<file path="config.mk">
export PLATFORM = sky130hd
export DESIGN_NAME = score_emitter_flat
export DESIGN_NICKNAME = d
export VERILOG_FILES = /design/src/rtl/score_emitter_if.sv /design/src/rtl/score_emitter.sv /design/src/flat_wrapper.sv
export SDC_FILE = /design/constraint.sdc
export NUM_CORES = 1
export LEC_CHECK = 0
export CORE_ASPECT_RATIO = 1.4
export CORE_MARGIN = 3
export CORE_UTILIZATION = 42
export DETAILED_ROUTE_END_ITERATION = 10
export PLACE_DENSITY = 0.67
export SYNTH_ARGS = -nofsm -noshare
export SYNTH_HDL_FRONTEND = slang
export SYNTH_SLANG_ARGS = --single-unit
export TNS_END_PERCENT = 1
</file>
<file path="constraint.sdc">
create_clock -name clk_25_175 -period 3 [get_ports clk_25_175]
set_input_delay 0.45 -clock clk_25_175 [delete_from_list [all_inputs] [get_ports clk_25_175]]
set_output_delay 0.45 -clock clk_25_175 [all_outputs]
set_load 0.01 [all_outputs]
</file>
<file path="src/rtl/score_emitter_if.sv">
// Event and award bundle between the playfield/line-clear logic and the score display.
// master: the score emitter (consumes events, drives awards); slave: its environment.
interface score_emitter_if;
  logic        clear_valid;
  logic [2:0]  clear_lines;
  logic        drop_valid;
  logic [4:0]  drop_cells;
  logic [15:0] scorewire;
  logic [3:0]  level;
  logic [9:0]  lines_total;
  logic        busy;
  logic        overflow;

  modport master (
    input  clear_valid, clear_lines, drop_valid, drop_cells,
    output scorewire, level, lines_total, busy, overflow
  );

  modport slave (
    output clear_valid, clear_lines, drop_valid, drop_cells,
    input  scorewire, level, lines_total, busy, overflow
  );
endinterface

</file>
<file path="src/rtl/score_emitter.sv">
// Turns line-clear and hard-drop events into single-cycle award pulses on scorewire,
// and owns the line total / level counters. Optional SCORE_BACK_TO_BACK_EN: consecutive 4-line clears score 1800.
module score_emitter #(
  parameter int FIFO_DEPTH      = 2,
  parameter int LEVEL_MAX       = 15,
  parameter int LINES_PER_LEVEL = 10,
  parameter int DROP_MULT       = 2
) (
  input  logic            clk_25_175,
  input  logic            reset,
  score_emitter_if.master sif
);

  localparam int PTR_W = (FIFO_DEPTH > 1) ? $clog2(FIFO_DEPTH) : 1;
  localparam int CNT_W = PTR_W + 1;
  localparam int LIL_W = $clog2(LINES_PER_LEVEL + 4);

  typedef enum logic [1:0] {
    S_IDLE = 2'd0,
    S_MUL  = 2'd1,
    S_EMIT = 2'd2
  } state_t;

  typedef struct packed {
    logic [10:0] base;
    logic [3:0]  lvl;
  } event_t;

  localparam int EVT_W = $bits(event_t);

  function automatic logic [10:0] base_of(input logic [2:0] lines);
    logic [10:0] b;
    case (lines)
      3'd1:    b = 11'd40;
      3'd2:    b = 11'd100;
      3'd3:    b = 11'd300;
      3'd4:    b = 11'd1200;
      default: b = 11'd0;
    endcase
    return b;
  endfunction

  function automatic logic [10:0] sat11(input logic [16:0] v);
    logic [10:0] r;
    if (v > 17'd2047) begin
      r = 11'd2047;
    end else begin
      r = v[10:0];
    end
    return r;
  endfunction

  state_t              state_q, state_d;
  logic [15:0]         acc_q, acc_d;
  logic [3:0]          cnt_q, cnt_d;
  logic [10:0]         base_cur_q, base_cur_d;
  event_t              fifo_q [FIFO_DEPTH];
  event_t              fifo_d [FIFO_DEPTH];
  logic [PTR_W-1:0]    wr_ptr_q, wr_ptr_d;
  logic [PTR_W-1:0]    rd_ptr_q, rd_ptr_d;
  logic [CNT_W-1:0]    count_q, count_d;
  logic [10:0]         drop_acc_q, drop_acc_d;
  logic [9:0]          lines_total_q, lines_total_d;
  logic [LIL_W-1:0]    lil_q, lil_d;
  logic [3:0]          level_q, level_d;
  logic                overflow_q, overflow_d;
  logic                busy_q, busy_d;
  logic [15:0]         scorewire_q, scorewire_d;
`ifdef SCORE_BACK_TO_BACK_EN
  logic                prev4_q, prev4_d;
`endif

  logic                accept_s;
  logic                full_s;
  logic                pop_s;
  logic                push_s;
  logic                drop_take_s;
  logic [10:0]         new_base_s;
  event_t              head_s;
  logic [10:0]         lines_sum_s;
  logic [LIL_W-1:0]    lil_sum_s;
  logic [16:0]         drop_contrib_s;

  // Event intake: FIFO push/pop, line/level counters, overflow and drop accumulation.
  always_comb begin
    fifo_d        = fifo_q;
    wr_ptr_d      = wr_ptr_q;
    rd_ptr_d      = rd_ptr_q;
    count_d       = count_q;
    lines_total_d = lines_total_q;
    lil_d         = lil_q;
    level_d       = level_q;
    overflow_d    = overflow_q;
    drop_acc_d    = drop_acc_q;

    accept_s    = sif.clear_valid && (sif.clear_lines >= 3'd1) && (sif.clear_lines <= 3'd4);
    head_s      = fifo_q[rd_ptr_q];
    full_s      = (count_q == CNT_W'(FIFO_DEPTH));
    pop_s       = (state_q == S_IDLE) && (count_q != {CNT_W{1'b0}});
    push_s      = accept_s && (!full_s || pop_s);
    drop_take_s = (state_q == S_IDLE) && (count_q == {CNT_W{1'b0}}) && (drop_acc_q != 11'd0);

    new_base_s  = base_of(sif.clear_lines);
`ifdef SCORE_BACK_TO_BACK_EN
    prev4_d = prev4_q;
    if ((sif.clear_lines == 3'd4) && prev4_q) begin
      new_base_s = 11'd1800;
    end else begin
      new_base_s = base_of(sif.clear_lines);
    end
    if (accept_s) begin
      prev4_d = (sif.clear_lines == 3'd4);
    end else begin
      prev4_d = prev4_q;
    end
`endif

    if (push_s) begin
      fifo_d[wr_ptr_q] = {new_base_s, level_q};
      wr_ptr_d         = wr_ptr_q + PTR_W'(1);
    end else begin
      wr_ptr_d = wr_ptr_q;
    end
    if (pop_s) begin
      rd_ptr_d = rd_ptr_q + PTR_W'(1);
    end else begin
      rd_ptr_d = rd_ptr_q;
    end
    case ({push_s, pop_s})
      2'b10:   count_d = count_q + CNT_W'(1);
      2'b01:   count_d = count_q - CNT_W'(1);
      default: count_d = count_q;
    endcase

    // A lost clear still counts toward lines and level.
    overflow_d  = overflow_q | (accept_s && full_s && !pop_s);
    lines_sum_s = 11'(lines_total_q) + 11'(sif.clear_lines);
    lil_sum_s   = lil_q + LIL_W'(sif.clear_lines);
    if (accept_s) begin
      lines_total_d = (lines_sum_s > 11'd999) ? 10'd999 : lines_sum_s[9:0];
      if (lil_sum_s >= LIL_W'(LINES_PER_LEVEL)) begin
        lil_d   = lil_sum_s - LIL_W'(LINES_PER_LEVEL);
        level_d = (level_q < 4'(LEVEL_MAX)) ? (level_q + 4'd1) : level_q;
      end else begin
        lil_d   = lil_sum_s;
        level_d = level_q;
      end
    end else begin
      lines_total_d = lines_total_q;
    end

    drop_contrib_s = 17'(sif.drop_cells) * 17'(DROP_MULT);
    if (drop_take_s) begin
      drop_acc_d = sif.drop_valid ? sat11(drop_contrib_s) : 11'd0;
    end else if (sif.drop_valid) begin
      drop_acc_d = sat11(17'(drop_acc_q) + drop_contrib_s);
    end else begin
      drop_acc_d = drop_acc_q;
    end
  end

  // Award sequencer: multiply by repeated addition, then emit one pulse.
  always_comb begin
    state_d    = state_q;
    acc_d      = acc_q;
    cnt_d      = cnt_q;
    base_cur_d = base_cur_q;

    case (state_q)
      S_IDLE: begin
        if (pop_s) begin
          acc_d      = 16'd0;
          cnt_d      = head_s.lvl;
          base_cur_d = head_s.base;
          state_d    = S_MUL;
        end else if (drop_take_s) begin
          acc_d   = 16'(drop_acc_q);
          state_d = S_EMIT;
        end else begin
          state_d = S_IDLE;
        end
      end
      S_MUL: begin
        acc_d = acc_q + 16'(base_cur_q);
        if (cnt_q == 4'd0) begin
          state_d = S_EMIT;
        end else begin
          cnt_d = cnt_q - 4'd1;
        end
      end
      S_EMIT: begin
        state_d = S_IDLE;
      end
      default: begin
        state_d = S_IDLE;
      end
    endcase

    scorewire_d = (state_d == S_EMIT) ? acc_d : 16'd0;
    busy_d      = (state_d != S_IDLE) || (count_d != {CNT_W{1'b0}}) || (drop_acc_d != 11'd0);
  end

  // State and output registers with synchronous active-low reset.
  always_ff @(posedge clk_25_175) begin
    if (!reset) begin
      state_q       <= S_IDLE;
      acc_q         <= 16'd0;
      cnt_q         <= 4'd0;
      base_cur_q    <= 11'd0;
      for (int i = 0; i < FIFO_DEPTH; i++) begin
        fifo_q[i] <= {EVT_W{1'b0}};
      end
      wr_ptr_q      <= {PTR_W{1'b0}};
      rd_ptr_q      <= {PTR_W{1'b0}};
      count_q       <= {CNT_W{1'b0}};
      drop_acc_q    <= 11'd0;
      lines_total_q <= 10'd0;
      lil_q         <= {LIL_W{1'b0}};
      level_q       <= 4'd0;
      overflow_q    <= 1'b0;
      busy_q        <= 1'b0;
      scorewire_q   <= 16'd0;
`ifdef SCORE_BACK_TO_BACK_EN
      prev4_q       <= 1'b0;
`endif
    end else begin
      state_q       <= state_d;
      acc_q         <= acc_d;
      cnt_q         <= cnt_d;
      base_cur_q    <= base_cur_d;
      for (int i = 0; i < FIFO_DEPTH; i++) begin
        fifo_q[i] <= fifo_d[i];
      end
      wr_ptr_q      <= wr_ptr_d;
      rd_ptr_q      <= rd_ptr_d;
      count_q       <= count_d;
      drop_acc_q    <= drop_acc_d;
      lines_total_q <= lines_total_d;
      lil_q         <= lil_d;
      level_q       <= level_d;
      overflow_q    <= overflow_d;
      busy_q        <= busy_d;
      scorewire_q   <= scorewire_d;
`ifdef SCORE_BACK_TO_BACK_EN
      prev4_q       <= prev4_d;
`endif
    end
  end

  assign sif.scorewire   = scorewire_q;
  assign sif.level       = level_q;
  assign sif.lines_total = lines_total_q;
  assign sif.busy        = busy_q;
  assign sif.overflow    = overflow_q;

endmodule

</file>
<file path="src/flat_wrapper.sv">
// flat-port wrapper written by rule: the top's interface ports become plain ports
module score_emitter_flat 
#(
  parameter int FIFO_DEPTH      = 2,
  parameter int LEVEL_MAX       = 15,
  parameter int LINES_PER_LEVEL = 10,
  parameter int DROP_MULT       = 2
)
  (clk_25_175, reset, sif_clear_valid, sif_clear_lines, sif_drop_valid, sif_drop_cells, sif_scorewire, sif_level, sif_lines_total, sif_busy, sif_overflow);
  score_emitter_if sif_i ();
  input  logic clk_25_175;
  input  logic reset;
  input wire logic [$bits(sif_i.clear_valid)-1:0] sif_clear_valid;
  input wire logic [$bits(sif_i.clear_lines)-1:0] sif_clear_lines;
  input wire logic [$bits(sif_i.drop_valid)-1:0] sif_drop_valid;
  input wire logic [$bits(sif_i.drop_cells)-1:0] sif_drop_cells;
  output wire logic [$bits(sif_i.scorewire)-1:0] sif_scorewire;
  output wire logic [$bits(sif_i.level)-1:0] sif_level;
  output wire logic [$bits(sif_i.lines_total)-1:0] sif_lines_total;
  output wire logic [$bits(sif_i.busy)-1:0] sif_busy;
  output wire logic [$bits(sif_i.overflow)-1:0] sif_overflow;
  assign sif_i.clear_valid = sif_clear_valid;
  assign sif_i.clear_lines = sif_clear_lines;
  assign sif_i.drop_valid = sif_drop_valid;
  assign sif_i.drop_cells = sif_drop_cells;
  assign sif_scorewire = sif_i.scorewire;
  assign sif_level = sif_i.level;
  assign sif_lines_total = sif_i.lines_total;
  assign sif_busy = sif_i.busy;
  assign sif_overflow = sif_i.overflow;
  score_emitter #(.FIFO_DEPTH(FIFO_DEPTH), .LEVEL_MAX(LEVEL_MAX), .LINES_PER_LEVEL(LINES_PER_LEVEL), .DROP_MULT(DROP_MULT)) u_core (.clk_25_175(clk_25_175), .reset(reset), .sif(sif_i));
endmodule
</file>
==> impl_metrics.csv, run 1 <==
group,metric,value,unit
power_and_ir_drop,switchingPower,1740,uW
power_and_ir_drop,intPower,2910,uW
hold_path,holdPathStages,2,
sta,setup_slack,0.275,ns
clock_tree,numCtsBuffers,9,
hold_path,holdCritStartpoint,"u_core.fifo_q[9]",
place,io_buffers,43,
critical_path,start_kind,"input pin",
critical_path,crit_arrival,2.96,ns
global_route,antenna_found_initial,0,
layout,syn_to_final_growth,19.2,%
yosys,netlist.area_leader.share,39.1,%
yosys,synth_edf_count,0,
global_route,grt_pass1_wl,19900,um
power_and_ir_drop,power_density,770,nW/um^2
sta,slew_headroom,53.2,%
global_route,gr-usage-met2,32.7,%
clock_tree,post_cts_buffers,0,
global_route,busiest_layer,"met2",
drt,vias_per_cell,5.55,
power_and_ir_drop,leakagePower,0.00240,uW
power_and_ir_drop,combPwrFrac,39.2,%
layout,fin_util,52.2,%
critical_path,timing.rr.end,"u_core.sif.busy",
layout,drive_above_1_share,8.92,%
global_route,grt_max_degree,57,
clock_tree,cts_resized,0,
sta,whs,0.457,ns
clock_tree,cts-htree-levels,3,
place,place_congestion,0.818,
drt,vias,4344,
global_route,grt_overflow,0,
yosys,ys_top_cells_by_count,"nor2_1, dfxtp_1, nand2_1",
sta,tns,0,ns
power_and_ir_drop,peakVddDrop,0.000420,V
hold_path,worstHoldPathType,"flip-flop to flip-flop",
yosys,syn_inst,580,
place,dp_hpwl,8370,um
global_route,gr-usage-all-layers,18.2,%
yosys,seq_area_frac_synth,39.1,%
clock_tree,root_buffer,"clkbuf_16",
die,num_rows,46,
drt,drt_wl_total,11600,um
hold_path,whs_endpoint,"u_core.fifo_q[9]",
die,die_y,136,um
sta,worstMarginPinSlew,0.701,ns
critical_path,crit_required,3.23,ns
critical_path,cp_max_fo,8,
yosys,yosys_warnings,0,
run,maxCapViolations,0,
global_route,use_met1,21.5,%
clock_tree,tritoncts,"done",
global_route,grt_pass1_vias,4196,
drt,detail-route-antenna-nets,0,
yosys,postSynthAreaPerCell,8.73,um^2
critical_path,r2r_slack,0.44,ns
yosys,synth_nets,619,
drt,drt_iter0_markers,214,
sta,post-route-period-util,90.8,%
sta,rsz0062_at_grt,"false",
die,die_w,98.8,um
drt,drc,0,
yosys,ys_ff_latch,99,
clock_tree,path_clk_slew,0.06,ns
sta,setup_viol,0,
sta,fmax,367,MHz
layout,diodes,0,
critical_path,critPathKind,"input pin to flip-flop",
sta,slew_viol_final,0,
clock_tree,postCtsHoldBufs,0,
yosys,synth_area,5070,um^2
power_and_ir_drop,clockPowerShare,24.6,%
yosys,synth_area_leaders,"dfxtp_1, nor2_1, mux2i_1",
layout,nets,674,
place,placed_area,5750,um^2
yosys,yosysMostFrequentCell,"nor2_1",
die,ios,44,
yosys,yosys.cell_types.count,66,
sta,min_period,2.73,ns
yosys,ys.flop_type,"dfxtp_1",
clock_tree,clock-sinks,99,
sta,hold_viol_final,0,
power_and_ir_drop,pwr-share-seq,36.1,%
yosys,synth_area_leader_cell,"dfxtp_1",
die,start_util,43.8,%
die,coreArea,11600,um^2
status,outcome,"complete, no violations",
critical_path,r2r-start,"u_core.drop_acc_q[1]",
drt,dr.pass1.iters,4,
sta,fin_skew,0.00861,ns
drt,wl_per_cell,14.8,um
clock_tree,clockBufferDepth,2,
die,die_area,13400,um^2
critical_path,rr_worst_depth,8,
place,pre_cts_ws,-0.0832,ns
global_route,met3_usage,3.18,%
clock_tree,clk_latency,0.34,ns
critical_path,critPathCaptureType,"flip-flop",
yosys,async_flop_share,0,%
layout,final_cell_area,6040,um^2
power_and_ir_drop,power.switching_fraction,37.5,%
[cell usage in the layout (no fill, tap or decap), drive strengths merged, types with 9 or more instances in the layout]
cell type	count
a211oi	16
a21oi	34
buf	29
clkbuf	10
clkdlybuf4s50	43
dfxtp	99
ha	23
inv	18
mux2i	33
nand2	35
nand3	15
nor2	102
nor3	14
o21ai	26
xnor2	9
[power groups by stage]
stage               clock (uW)  combinational [uW]  sequential, uW
floorplan                    0                1380            1630
global placement             0                1780            1700
detailed placement           0                1820            1710
CTS                       1170                1830            1680
global route              1230                2040            1700
finish                    1140                1820            1680
[area by class of cell]
type | instances | area (um^2)
clock buffer | 10 | 229
clock inverter | 5 | 63.8
fill | 1071 | 5530
inverter | 17 | 63.8
multi-input combinational | 436 | 2870
sequential | 99 | 1980
tap | 144 | 180
timing repair buffer | 72 | 648
[stage by stage]
| stage | cells | total power, uW |
|---|---|---|
| detailed placement | 768 | 3520 |
| global placement | 768 | 3480 |
| floorplan | 580 | 3010 |
| CTS | 783 | 4670 |
| global route | 783 | 4970 |
| finish | 783 | 4650 |
[flip-flops by register name, indices dropped and copies added (netlist names)]
signal                  count
u_core.fifo_q              20
u_core.base_cur_q           6
u_core.cnt_q                4
u_core.sif.lines_total     10
u_core.sif.busy             1
u_core.sif.scorewire       16
u_core.state_q              2
u_core.lil_q                4
u_core.sif.level            4
u_core.acc_q               16
u_core.drop_acc_q          11
u_core.count_q              2
u_core.wr_ptr_q             1
u_core.rd_ptr_q             1
u_core.sif.overflow         1
[worst max-delay path: stages]
cell             delay [ns]
clkdlybuf4s50_1        0.44
ha_1                   0.25
fa_1                   0.42
a21o_1                 0.21
a221oi_4               0.38
o211ai_1               0.16
a22oi_1                0.23
o2111ai_1              0.16
o31a_1                 0.26
[worst max path at each step]
stage	startpoint	to	slack, ns	depth (start not counted)
floorplan	u_core.count_q[0]	u_core.sif.busy	0.48	10
global placement	sif_drop_cells[0]	u_core.sif.busy	0.005	9
detailed placement	sif_drop_cells[0]	u_core.sif.busy	-0.08	9
CTS	sif_drop_cells[0]	u_core.sif.busy	0.28	9
global route	sif_drop_cells[0]	u_core.sif.busy	0.11	9
finish	sif_drop_cells[0]	u_core.sif.busy	0.27	9
[metal layers]
metal,vias to the layer above,share of wire [%]
met3,12,3.5
met2,66,51
met4,0,1.7
li1,2211,-
met1,2055,43
met5,-,0
[kinds of logic (layout without fill, tap and decap cells)]
logic type	count (synthesis)	in the layout	synth area share [%]
simple gates	218	218	20.5
xor+xnor	14	14	2.42
flops	99	99	39.1
buf+inv	45	104	4.20
fa+ha+maj	27	27	7.26
compound gates	144	144	20.0
mux	33	33	6.52
(Power assumes the default switching activity.)
==> run 2: changes to the inputs <==
DONT_BUFFER_PORTS = 1   (was default)
PLACE_DENSITY = 0.62   (was 0.67)
==> impl_metrics.csv, run 2 (synthesis results as in run 1) <==
group,metric,value,unit
place,place_congestion,0.842,
drt,detail-route-antenna-nets,0,
place,io_buffers,0,
sta,min_period,2.75,ns
die,start_util,43.8,%
drt,vias,4176,
layout,largest_reg_flops,20,
global_route,grt_pass1_vias,4069,
layout,syn_to_final_growth,7.98,%
clock_tree,cts_resized,0,
global_route,grt_overflow,0,
sta,worstMarginPinSlew,0.658,ns
layout,drive_above_1_share,6.92,%
place,dp_hpwl,8110,um
layout,regMostFlops,"u_core.fifo_q",
layout,fin_util,47.3,%
layout,diodes,0,
critical_path,path_buf_inv,1,
hold_path,worstHoldPathType,"input pin to flip-flop",
clock_tree,root_buffer,"clkbuf_16",
clock_tree,cts-htree-levels,3,
sta,hold_viol_final,0,
global_route,gr-usage-all-layers,17.6,%
critical_path,path_cells,"ha_1, inv_1, fa_1, nand2b_1, a2111oi_0, a21oi_1, a211oi_2, nor2_1, a311oi_1",
die,ios,44,
power_and_ir_drop,power_density,825,nW/um^2
layout,seqCellArea,1980,um^2
sta,slew_viol_final,0,
sta,tns,0,ns
drt,vias_per_cell,5.78,
layout,multi_input_area,2870,um^2
global_route,antenna_found_initial,0,
power_and_ir_drop,leakagePower,0.00216,uW
place,placed_area,5170,um^2
drt,drt_wl_total,11300,um
critical_path,crit_required,3.25,ns
die,num_rows,46,
layout,nets,612,
critical_path,critPathKind,"flip-flop to flip-flop",
clock_tree,path_clk_slew,0.07,ns
drt,dr.pass1.iters,4,
clock_tree,tritoncts,"done",
layout,mostFrequentLayoutCells,"nor2_1, dfxtp_1, nand2_1",
critical_path,crit_path_max_incr_delay,0.47,ns
critical_path,slowest_stage,"a211oi_2",
drt,drt_iter0_markers,218,
die,die_area,13400,um^2
sta,fmax,363,MHz
die,die_y,136,um
sta,setup_viol,0,
layout,final_common_cell,"nor2_1",
sta,rsz0062_at_grt,"false",
critical_path,start_kind,"flip-flop",
power_and_ir_drop,peakVddDrop,0.000356,V
sta,fin_skew,0.00837,ns
sta,post-route-period-util,91.7,%
critical_path,cp_max_fo,6,
die,coreArea,11600,um^2
die,die_w,98.8,um
layout,final_cell_area,5470,um^2
clock_tree,clk_latency,0.34,ns
clock_tree,postCtsHoldBufs,0,
critical_path,crit_arrival,3.01,ns
drt,wl_per_cell,15.6,um
sta,slew_headroom,56.0,%
clock_tree,numCtsBuffers,9,
run,maxCapViolations,0,
critical_path,critPathCaptureType,"flip-flop",
clock_tree,clock-sinks,99,
layout,nFillCells,1125,
global_route,grt_pass1_wl,19300,um
global_route,grt_max_degree,58,
clock_tree,post_cts_buffers,0,
status,outcome,"complete, no violations",
clock_tree,clockBufferDepth,2,
critical_path,cp_top_family,"compound AO/OA/AOI/OAI gates",
drt,drc,0,
## run 2: cell types whose count changed in the layout (fill, tap and decap cells not counted), moves of 2 or more
cell             change
clkdlybuf4s50_1     -43
clkinvlp_4           +2
clkinv_4             -2
inv_8                +2
buf_4               -19
clkbuf_8             +2
## run 2: area by class of cell
class	instances	share of cell area, %
Clock buffer	11	4.62
Timing Repair Buffer	10	1.37
Multi-Input combinational cell	436	52.5
Tap cell	144	3.29
Sequential cell	99	36.2
Inverter	17	1.17
Clock inverter	5	0.823
## run 2: stage by stage
stage,hold slack [ns],setup slack [ns],std cells,total power (uW)
finish,0.230,0.248,722,4510
global route,0.215,0.0265,722,4830
CTS,0.209,0.235,722,4550
detailed placement,0.442,0.253,706,3390
floorplan,0.425,0.478,580,3010
global placement,0.435,0.372,706,3370
## run 2: metal layers
metal / global-route usage, % / part of all wire (%) / wire length (um) / vias up
li1: - / - / - / 2098
met1: 20.5 / 41 / 4670 / 1959
met2: 31.1 / 51 / 5750 / 103
met3: 3.90 / 5.0 / 567 / 16
met4: 6.99 / 2.4 / 265 / 0
met5: 0 / 0 / 0 / -
## run 2: worst register-to-register path: stages (launching register included)
cell       delay [ns]
dfxtp_1          0.41
ha_1             0.20
inv_1            0.06
fa_1             0.44
nand2b_1         0.17
a2111oi_0        0.43
a21oi_1          0.11
a211oi_2         0.47
nor2_1           0.12
a311oi_1         0.27
## run 2: worst paths after layout
| path | slack [ns] | cells past startpoint | start | to |
|---|---|---|---|---|
| max | 0.25 | 9 | u_core.sif.lines_total[0] | u_core.sif.lines_total[5] |
| min | 0.23 | 1 | reset | u_core.sif.level[3] |
| max reg2reg | 0.25 | 9 | u_core.sif.lines_total[0] | u_core.sif.lines_total[5] |
| min reg2reg | 0.45 | 2 | u_core.fifo_q[9] | u_core.fifo_q[9] |
## run 2: where the power goes
group / internal (uW) / total (uW) / switching, uW
sequential: 1470 / 1710 / 237
combinational: 690 / 1650 / 963
clock: 620 / 1150 / 527
total: 2780 / 4510 / 1730
